===== config.mk =====
export PLATFORM = sky130hd
export DESIGN_NAME = seq_multiplier_flat
export DESIGN_NICKNAME = d
export VERILOG_FILES = /design/src/rtl/seq_multiplier_if.sv /design/src/rtl/seq_multiplier.sv /design/src/flat_wrapper.sv
export SDC_FILE = /design/constraint.sdc
export NUM_CORES = 1
export LEC_CHECK = 0
export CORE_MARGIN = 10
export CORE_UTILIZATION = 30
export DETAILED_ROUTE_END_ITERATION = 8
export SLEW_MARGIN = 20
export SYNTH_ARGS = -nofsm -noshare
export SYNTH_HDL_FRONTEND = slang
export SYNTH_SLANG_ARGS = --single-unit
export TNS_END_PERCENT = 5

===== constraint.sdc =====
create_clock -name clk_i -period 4.4 [get_ports clk_i]
set_input_delay 0.66 -clock clk_i [delete_from_list [all_inputs] [get_ports clk_i]]
set_output_delay 0.66 -clock clk_i [all_outputs]
set_load 0.05 [all_outputs]

===== src/rtl/seq_multiplier_if.sv =====
// Operand/result bundle for the sequential shift-add multiplier.
interface seq_multiplier_if #(
  parameter int unsigned WIDTH = 4
);
  logic                 compute_i;
  logic [WIDTH-1:0]     A_i;
  logic [WIDTH-1:0]     B_i;
  logic [2*WIDTH-1:0]   product_o;
  logic                 busy_o;
  logic                 done_o;

  modport master (
    output compute_i, A_i, B_i,
    input  product_o, busy_o, done_o
  );

  modport slave (
    input  compute_i, A_i, B_i,
    output product_o, busy_o, done_o
  );
endinterface


===== src/rtl/seq_multiplier.sv =====
// Unsigned shift-add multiplier: one iteration per cycle, start on a rising
// edge of compute_i while idle, single-cycle done pulse with the held product.
module seq_multiplier #(
  parameter int unsigned WIDTH = 4
) (
  input  logic           clk_i,
  input  logic           rst_i,
  seq_multiplier_if.slave bus
);
  localparam int unsigned PW = 2 * WIDTH;
  localparam int unsigned CW = $clog2(WIDTH + 1);

  typedef enum logic [1:0] {
    IDLE = 2'd0,
    CALC = 2'd1,
    DONE = 2'd2
  } state_t;

  state_t           state_q, state_d;
  logic             compute_q;
  logic [WIDTH-1:0] mcand_q, mcand_d;
  logic [PW-1:0]    p_q, p_d;
  logic [CW-1:0]    cnt_q, cnt_d;
  logic [PW-1:0]    product_q, product_d;
  logic             done_q, done_d;
  logic             start_c;
  logic [WIDTH:0]   sum_c;

  // Next-state, datapath and output decode
  always_comb begin
    state_d   = state_q;
    mcand_d   = mcand_q;
    p_d       = p_q;
    cnt_d     = cnt_q;
    product_d = product_q;
    done_d    = 1'b0;
    start_c   = bus.compute_i & ~compute_q;
    // Carry-preserving add of the multiplicand into the upper half
    sum_c     = p_q[0] ? ((WIDTH+1)'(p_q[PW-1:WIDTH]) + (WIDTH+1)'(mcand_q))
                       : (WIDTH+1)'(p_q[PW-1:WIDTH]);

    case (state_q)
      IDLE: begin
        if (start_c) begin
          mcand_d = bus.A_i;
          p_d     = {{WIDTH{1'b0}}, bus.B_i};
          cnt_d   = '0;
          state_d = CALC;
        end
      end
      CALC: begin
        p_d   = PW'({sum_c, p_q[WIDTH-1:0]} >> 1);
        cnt_d = cnt_q + CW'(1);
        if (cnt_q == CW'(WIDTH - 1)) state_d = DONE;
      end
      DONE: begin
        product_d = p_q;
        done_d    = 1'b1;
        state_d   = IDLE;
      end
      default: state_d = IDLE;
    endcase
  end

  // All state, synchronous active-low reset
  always_ff @(posedge clk_i) begin
    if (!rst_i) begin
      state_q   <= IDLE;
      compute_q <= 1'b0;
      mcand_q   <= '0;
      p_q       <= '0;
      cnt_q     <= '0;
      product_q <= '0;
      done_q    <= 1'b0;
    end else begin
      state_q   <= state_d;
      compute_q <= bus.compute_i;
      mcand_q   <= mcand_d;
      p_q       <= p_d;
      cnt_q     <= cnt_d;
      product_q <= product_d;
      done_q    <= done_d;
    end
  end

  assign bus.product_o = product_q;
  assign bus.done_o    = done_q;
  assign bus.busy_o    = (state_q != IDLE);

endmodule


===== src/flat_wrapper.sv =====
// flat-port wrapper written by rule: the top's interface ports become plain ports
module seq_multiplier_flat 
#(
  parameter int unsigned WIDTH = 4
)
  (clk_i, rst_i, bus_compute_i, bus_A_i, bus_B_i, bus_product_o, bus_busy_o, bus_done_o);
  seq_multiplier_if #(.WIDTH(WIDTH)) bus_i ();
  input  logic clk_i;
  input  logic rst_i;
  input wire logic [$bits(bus_i.compute_i)-1:0] bus_compute_i;
  input wire logic [$bits(bus_i.A_i)-1:0] bus_A_i;
  input wire logic [$bits(bus_i.B_i)-1:0] bus_B_i;
  output wire logic [$bits(bus_i.product_o)-1:0] bus_product_o;
  output wire logic [$bits(bus_i.busy_o)-1:0] bus_busy_o;
  output wire logic [$bits(bus_i.done_o)-1:0] bus_done_o;
  assign bus_i.compute_i = bus_compute_i;
  assign bus_i.A_i = bus_A_i;
  assign bus_i.B_i = bus_B_i;
  assign bus_product_o = bus_i.product_o;
  assign bus_busy_o = bus_i.busy_o;
  assign bus_done_o = bus_i.done_o;
  seq_multiplier #(.WIDTH(WIDTH)) u_core (.clk_i(clk_i), .rst_i(rst_i), .bus(bus_i));
endmodule

==> metrics.cfg, run 1 <==
[sta]
period_needed_ns=2.34
clock_skew_ns=0.00797
setup_tns_ns=0
relSlewSlack_pct=40.5
rsz0062_at_grt=false
drv_slew=0
min_period_over_period_pct=53.1
report.final.hold_viol_count=0
finalSetupViolations=0
worstMarginPinSlew_ns=0.890
fin_ws_ns=2.06
fmax_mhz=428

[setup_path]
crit_path_start_kind=register
cp_max_fo=6
end_kind=primary output
arrival_ns=1.68
cp_slowest_stage_delay_ns=0.79
cp_cell_sequence=or2_2, clkdlybuf4s50_1
critical_path_class=register to primary output
timing.critical_path.slowest_stage_cell=clkdlybuf4s50_1
cp_data_required_time_ns=3.74

[power_and_ir_drop]
comb_power_share_pct=13.0
p_total_uw=466
p_switching_uw=119
p_int_uw=347
p_clk_share_pct=30.6
leakage_uw=0.000599
p_per_area_nw_per_um2=303
ir_drop_mv=0.110
swShare_pct=25.5
power_frac_seq_pct=56.4

[layout]
layoutNonFillerInstCount=208
syn_to_final_growth_pct=21.9
fin_util_pct=38.2
drive_above_1_share_pct=6.33
antennaDiodeCount=0
nNetsFinal=177

[global_routing]
grt_pass1_wl_um=4700
grt-ovfl-total=0
track_usage_pct=7.69
grt_pass1_vias=1050
grt_max_degree=30
antenna_found_initial=0

[synthesis]
synth_compound_area_share_pct=15.5
synth_area_sq_um=1260
yosysTopAreaCell=dfxtp_1
ys_types=31
yosysTopAreaCellShare_pct=42.8
syn_inst=143
syn_nets=161
ys_seq_elements=27
yosys-top-cells-area=dfxtp_1 43%, nand2_1 7.7%, ha_1 5.9%
synthXorXnorAreaFrac_pct=0.694
synth_seq_area_share_pct=42.8
avgSynthCellArea_sq_um=8.83
synth-simple-area-share_pct=24.2
synthMuxAreaShare_pct=4.06
synth_top_family_by_area=simple AND/OR/NAND/NOR gates
synth_adder_area_share_pct=7.53
yosys_warnings=0

[route]
first_pass_iters=4
antenna_left=0
via_per_inst=4.76
finalWirelength_um=2740
drt_iter0_markers=48
wl_per_cell_um=13.2
drc=0
vias=991

[placement]
dp_cells=204
dp_hpwl_um=2090
io_buffers=20
pre_cts_ws_ns=1.67
finalWeightedCongestion=0.751

[floorplanning]
row_count=23
dieArea_sq_um=7200
die_h_um=84.9
io_pins=21
fp.coreArea_sq_um=4030
die_x_um=84.9
initial_core_util_pct=31.3

[clock_tree]
postCtsSetupRepairBufs=0
cts_tree=done
cts.sinks=27
root_buffer=clkbuf_8
clk_latency_ns=0.27
clk_pin_slew_worst_paths_ns=0.09
post_cts_resized=0
ctsHoldBuffers=0
htree_num_levels=1
cts-buffers-inserted=3
clockBufferDepth=2

[flow_run]
max-cap-violations=0

[worst_hold_path]
min_path_type=register to register

[status]
status=finished clean

## stage by stage
stage          hold WS (ns)  cell area [sq um]
5_1_grt               0.520               1540
2_1_floorplan         0.454               1260
4_1_cts               0.480               1530
6_report              0.471               1540
3_3_place_gp          0.457               1480
3_5_place_dp          0.467               1480
## cells in the mapped netlist
master    count
a21boi_0      9
a21o_1        1
a21oi_1       7
a22oi_1       1
and2_1        3
and3_1        1
and3b_1       1
buf_2         2
buf_4         2
clkbuf_1      5
dfxtp_1      27
fa_1          1
ha_1          6
inv_1         6
mux2_2        1
mux2i_1       4
nand2_1      26
nand2b_1      2
nand3_1       5
nand3_2       3
nor2_1        6
nor2b_1       9
nor4b_2       1
o211a_1       3
o21a_1        1
o21ai_0       5
o22ai_1       1
o31a_1        1
or2_1         1
or2_2         1
xor2_1        1
## kinds of logic after synthesis
kind of cell             after synthesis
flip-flops                            27
adder cells (fa/ha/maj)                7
AND/OR/NAND/NOR                       59
AO/OA/AOI/OAI                         29
XOR/XNOR                               1
multiplexers                           5
buffers and inverters                 15
## worst max-delay path: cells and delay by family (launching register included)
kind,cells,cell delay (ns)
buffers and inverters,1,0.79
and+or+nand+nor,1,0.15
DFF,1,0.46
## per-layer routing
metal	global-route usage, %	vias up	routed length [um]
met2	12.1	27	1280
met4	4.49	0	54
li1	-	505	-
met3	2.10	4	154
met5	0	-	0
met1	9.18	455	1240
## sequential cells by signal, summed over array words and instances, names as in the netlist
name	cells
u_core.bus.product_o	8
u_core.cnt_q	3
u_core.compute_q	1
u_core.bus.done_o	1
u_core.state_q	2
u_core.p_q	8
u_core.mcand_q	4
## worst paths after layout
| path | depth (start not counted) | startpoint | to | slack [ns] |
|---|---|---|---|---|
| hold / removal | 2 | u_core.bus.product_o[1]$_SDFFE_PN0P_ | u_core.bus.product_o[1]$_SDFFE_PN0P_ | 0.47 |
| hold reg to reg | 2 | u_core.bus.product_o[1]$_SDFFE_PN0P_ | u_core.bus.product_o[1]$_SDFFE_PN0P_ | 0.47 |
| setup / recovery | 2 | u_core.state_q[0]$_SDFFE_PN0P_ | bus_busy_o | 2.06 |
| setup reg to reg | 7 | u_core.p_q[4]$_SDFFE_PN0P_ | u_core.p_q[4]$_SDFFE_PN0P_ | 2.68 |
## final cells by class
class | count | area (sq um)
multi-input cells | 101 | 664
clock buffers | 3 | 41.3
repair buffers | 20 | 200
flip-flops and latches | 27 | 541
clock inverters | 1 | 7.51
inverters | 6 | 22.5
well taps | 50 | 62.6
fillers | 414 | 2490
## placed cells by master, fill, tap and decap left out, types with 2 or more instances in the layout
| cell type | n |
|---|---|
| nand3_2 | 3 |
| clkbuf_8 | 3 |
| nand3_1 | 5 |
| nand2_1 | 26 |
| a21boi_0 | 9 |
| dfxtp_1 | 27 |
| clkdlybuf4s50_1 | 20 |
| o21ai_0 | 5 |
| o211a_1 | 3 |
| a21oi_1 | 7 |
| nand2b_1 | 2 |
| inv_1 | 6 |
| mux2i_1 | 4 |
| nor2_1 | 6 |
| and2_1 | 3 |
| ha_1 | 6 |
| nor2b_1 | 9 |
## power by group through the flow
stage | clock (uW) | combinational, uW | sequential [uW]
4_1_cts | 148 | 60.5 | 262
3_3_place_gp | 0 | 58.1 | 267
2_1_floorplan | 0 | 44.9 | 265
3_5_place_dp | 0 | 60.3 | 268
6_report | 143 | 60.6 | 263
5_1_grt | 156 | 67.7 | 264
No activity file was read; power rests on OpenSTA's default activity.
==> run 2: changes to the inputs <==
clock period = 2.3 ns   (was 4.4 ns; I/O delays follow)
==> run 2 against run 1 <==
Net effect:
- core utilization up 0.093 points
- routed wire length decreased by 5.3%
- via count fell by 2.0%
- largest power group unchanged
- sequential share of layout area decreased by 0.085 points
==> metrics.cfg, run 2 (synthesis results as in run 1) <==
[status]
status=finished clean

[route]
antenna_left=0
via_per_inst=4.62
wl_per_cell_um=12.3
vias=971
drt_iter0_markers=64
finalWirelength_um=2590
first_pass_iters=4
drc=0

[floorplanning]
row_count=23
dieArea_sq_um=7200
die_x_um=84.9
die_h_um=84.9
io_pins=21
fp.coreArea_sq_um=4030
initial_core_util_pct=31.3

[worst_hold_path]
min_path_cells=2
min_path_type=register to register

[sta]
finalSetupViolations=0
hold_slack_ns=0.464
min_period_over_period_pct=87.2
worstMarginPinSlew_ns=0.539
fmax_mhz=499
relSlewSlack_pct=64.0
setup_tns_ns=0
clock_skew_ns=0.00391
period_needed_ns=2.00
drv_slew=0
rsz0062_at_grt=false
report.final.hold_viol_count=0

[global_routing]
grt_pass1_wl_um=4500
grt-ovfl-total=0
track_usage_pct=7.58
antenna_found_initial=0
grt_max_degree=30
grt_pass1_vias=964

[placement]
dp_hpwl_um=1970
io_buffers=20
finalWeightedCongestion=0.764

[clock_tree]
ctsHoldBuffers=0
cts_tree=done
cts-buffers-inserted=3
cts.sinks=27
clk_latency_ns=0.28
root_buffer=clkbuf_8
postCtsSetupRepairBufs=0
post_cts_resized=0
htree_num_levels=1
clk_pin_slew_worst_paths_ns=0.10
clockBufferDepth=2

[setup_path]
cp_cell_sequence=or2_2, clkdlybuf4s50_1
r2r_cells=7
end_kind=primary output
cp_max_fo=6
crit_path_start_kind=register
cp_slowest_stage_delay_ns=0.71
critical_path_class=register to primary output
arrival_ns=1.66
cp_data_required_time_ns=1.96
timing.critical_path.slowest_stage_cell=clkdlybuf4s50_1

[layout]
antennaDiodeCount=0
final_common_cell=dfxtp_1
drive_above_1_share_pct=7.50
ff_latch_area_sq_um=541
fillers=426
syn_to_final_growth_pct=22.2
layout_common_cells=27 x dfxtp_1, 26 x nand2_1, 20 x clkdlybuf4s50_1
fin_util_pct=38.3
nNetsFinal=179
multiInputGateArea_sq_um=656

[power_and_ir_drop]
ir_drop_mv=0.212
p_per_area_nw_per_um2=582
leakage_uw=0.000607

[flow_run]
max-cap-violations=0

==> run 2: worst max-delay path: cells and delay by family, from the launching register on <==
kind	cells	cell delay (ns)
flip-flops	1	0.37
AND/OR/NAND/NOR	1	0.30
buffers and inverters	1	0.71
==> run 2: power by group <==
part | internal (uW) | leakage [uW] | switching [uW]
sequential | 485 | 0.000220 | 16.1
combinational | 56.7 | 0.000362 | 59.7
clock | 122 | 0.0000255 | 158
==> run 2: routing by layer <==
metal	GRT usage [%]	routed length (um)	part of all wire, %	vias up
li1	-	-	-	508
met1	8.86	1190	46	440
met2	11.8	1180	45	18
met3	2.20	155	6.0	5
met4	4.94	70	2.7	0
met5	0	0	0	-
==> run 2: cell type report <==
cell class              instances  area share [%]
clock inverters                 1           0.324
clock buffers                   3            2.68
flip-flops and latches         27            35.0
repair buffers                 22            13.9
multi-input cells             101            42.5
inverters                       6            1.46
well taps                      50            4.06
==> run 2: stage by stage <==
step / total power, uW / area [sq um] / cells / setup slack [ns]
2_1_floorplan: 593 / 1260 / 143 / 0.834
3_3_place_gp: 625 / 1500 / 206 / 0.458
3_5_place_dp: 630 / 1500 / 206 / 0.398
4_1_cts: 908 / 1540 / 210 / 0.282
5_1_grt: 937 / 1540 / 210 / 0.264
6_report: 897 / 1540 / 210 / 0.295
==> run 2: final timing paths <==
kind | from | end | slack, ns
min | u_core.bus.product_o[1]$_SDFFE_PN0P_ | u_core.bus.product_o[1]$_SDFFE_PN0P_ | 0.46
max reg2reg | u_core.p_q[4]$_SDFFE_PN0P_ | u_core.p_q[4]$_SDFFE_PN0P_ | 0.68
max | u_core.state_q[0]$_SDFFE_PN0P_ | bus_busy_o | 0.30
min reg2reg | u_core.bus.product_o[1]$_SDFFE_PN0P_ | u_core.bus.product_o[1]$_SDFFE_PN0P_ | 0.46
==> run 3: changes to the inputs <==
SKIP_CTS_REPAIR_TIMING = 1   (was default)
==> results of run 3 <==
Same layout as run 2: the final DEF is identical, and so are final timing and power.
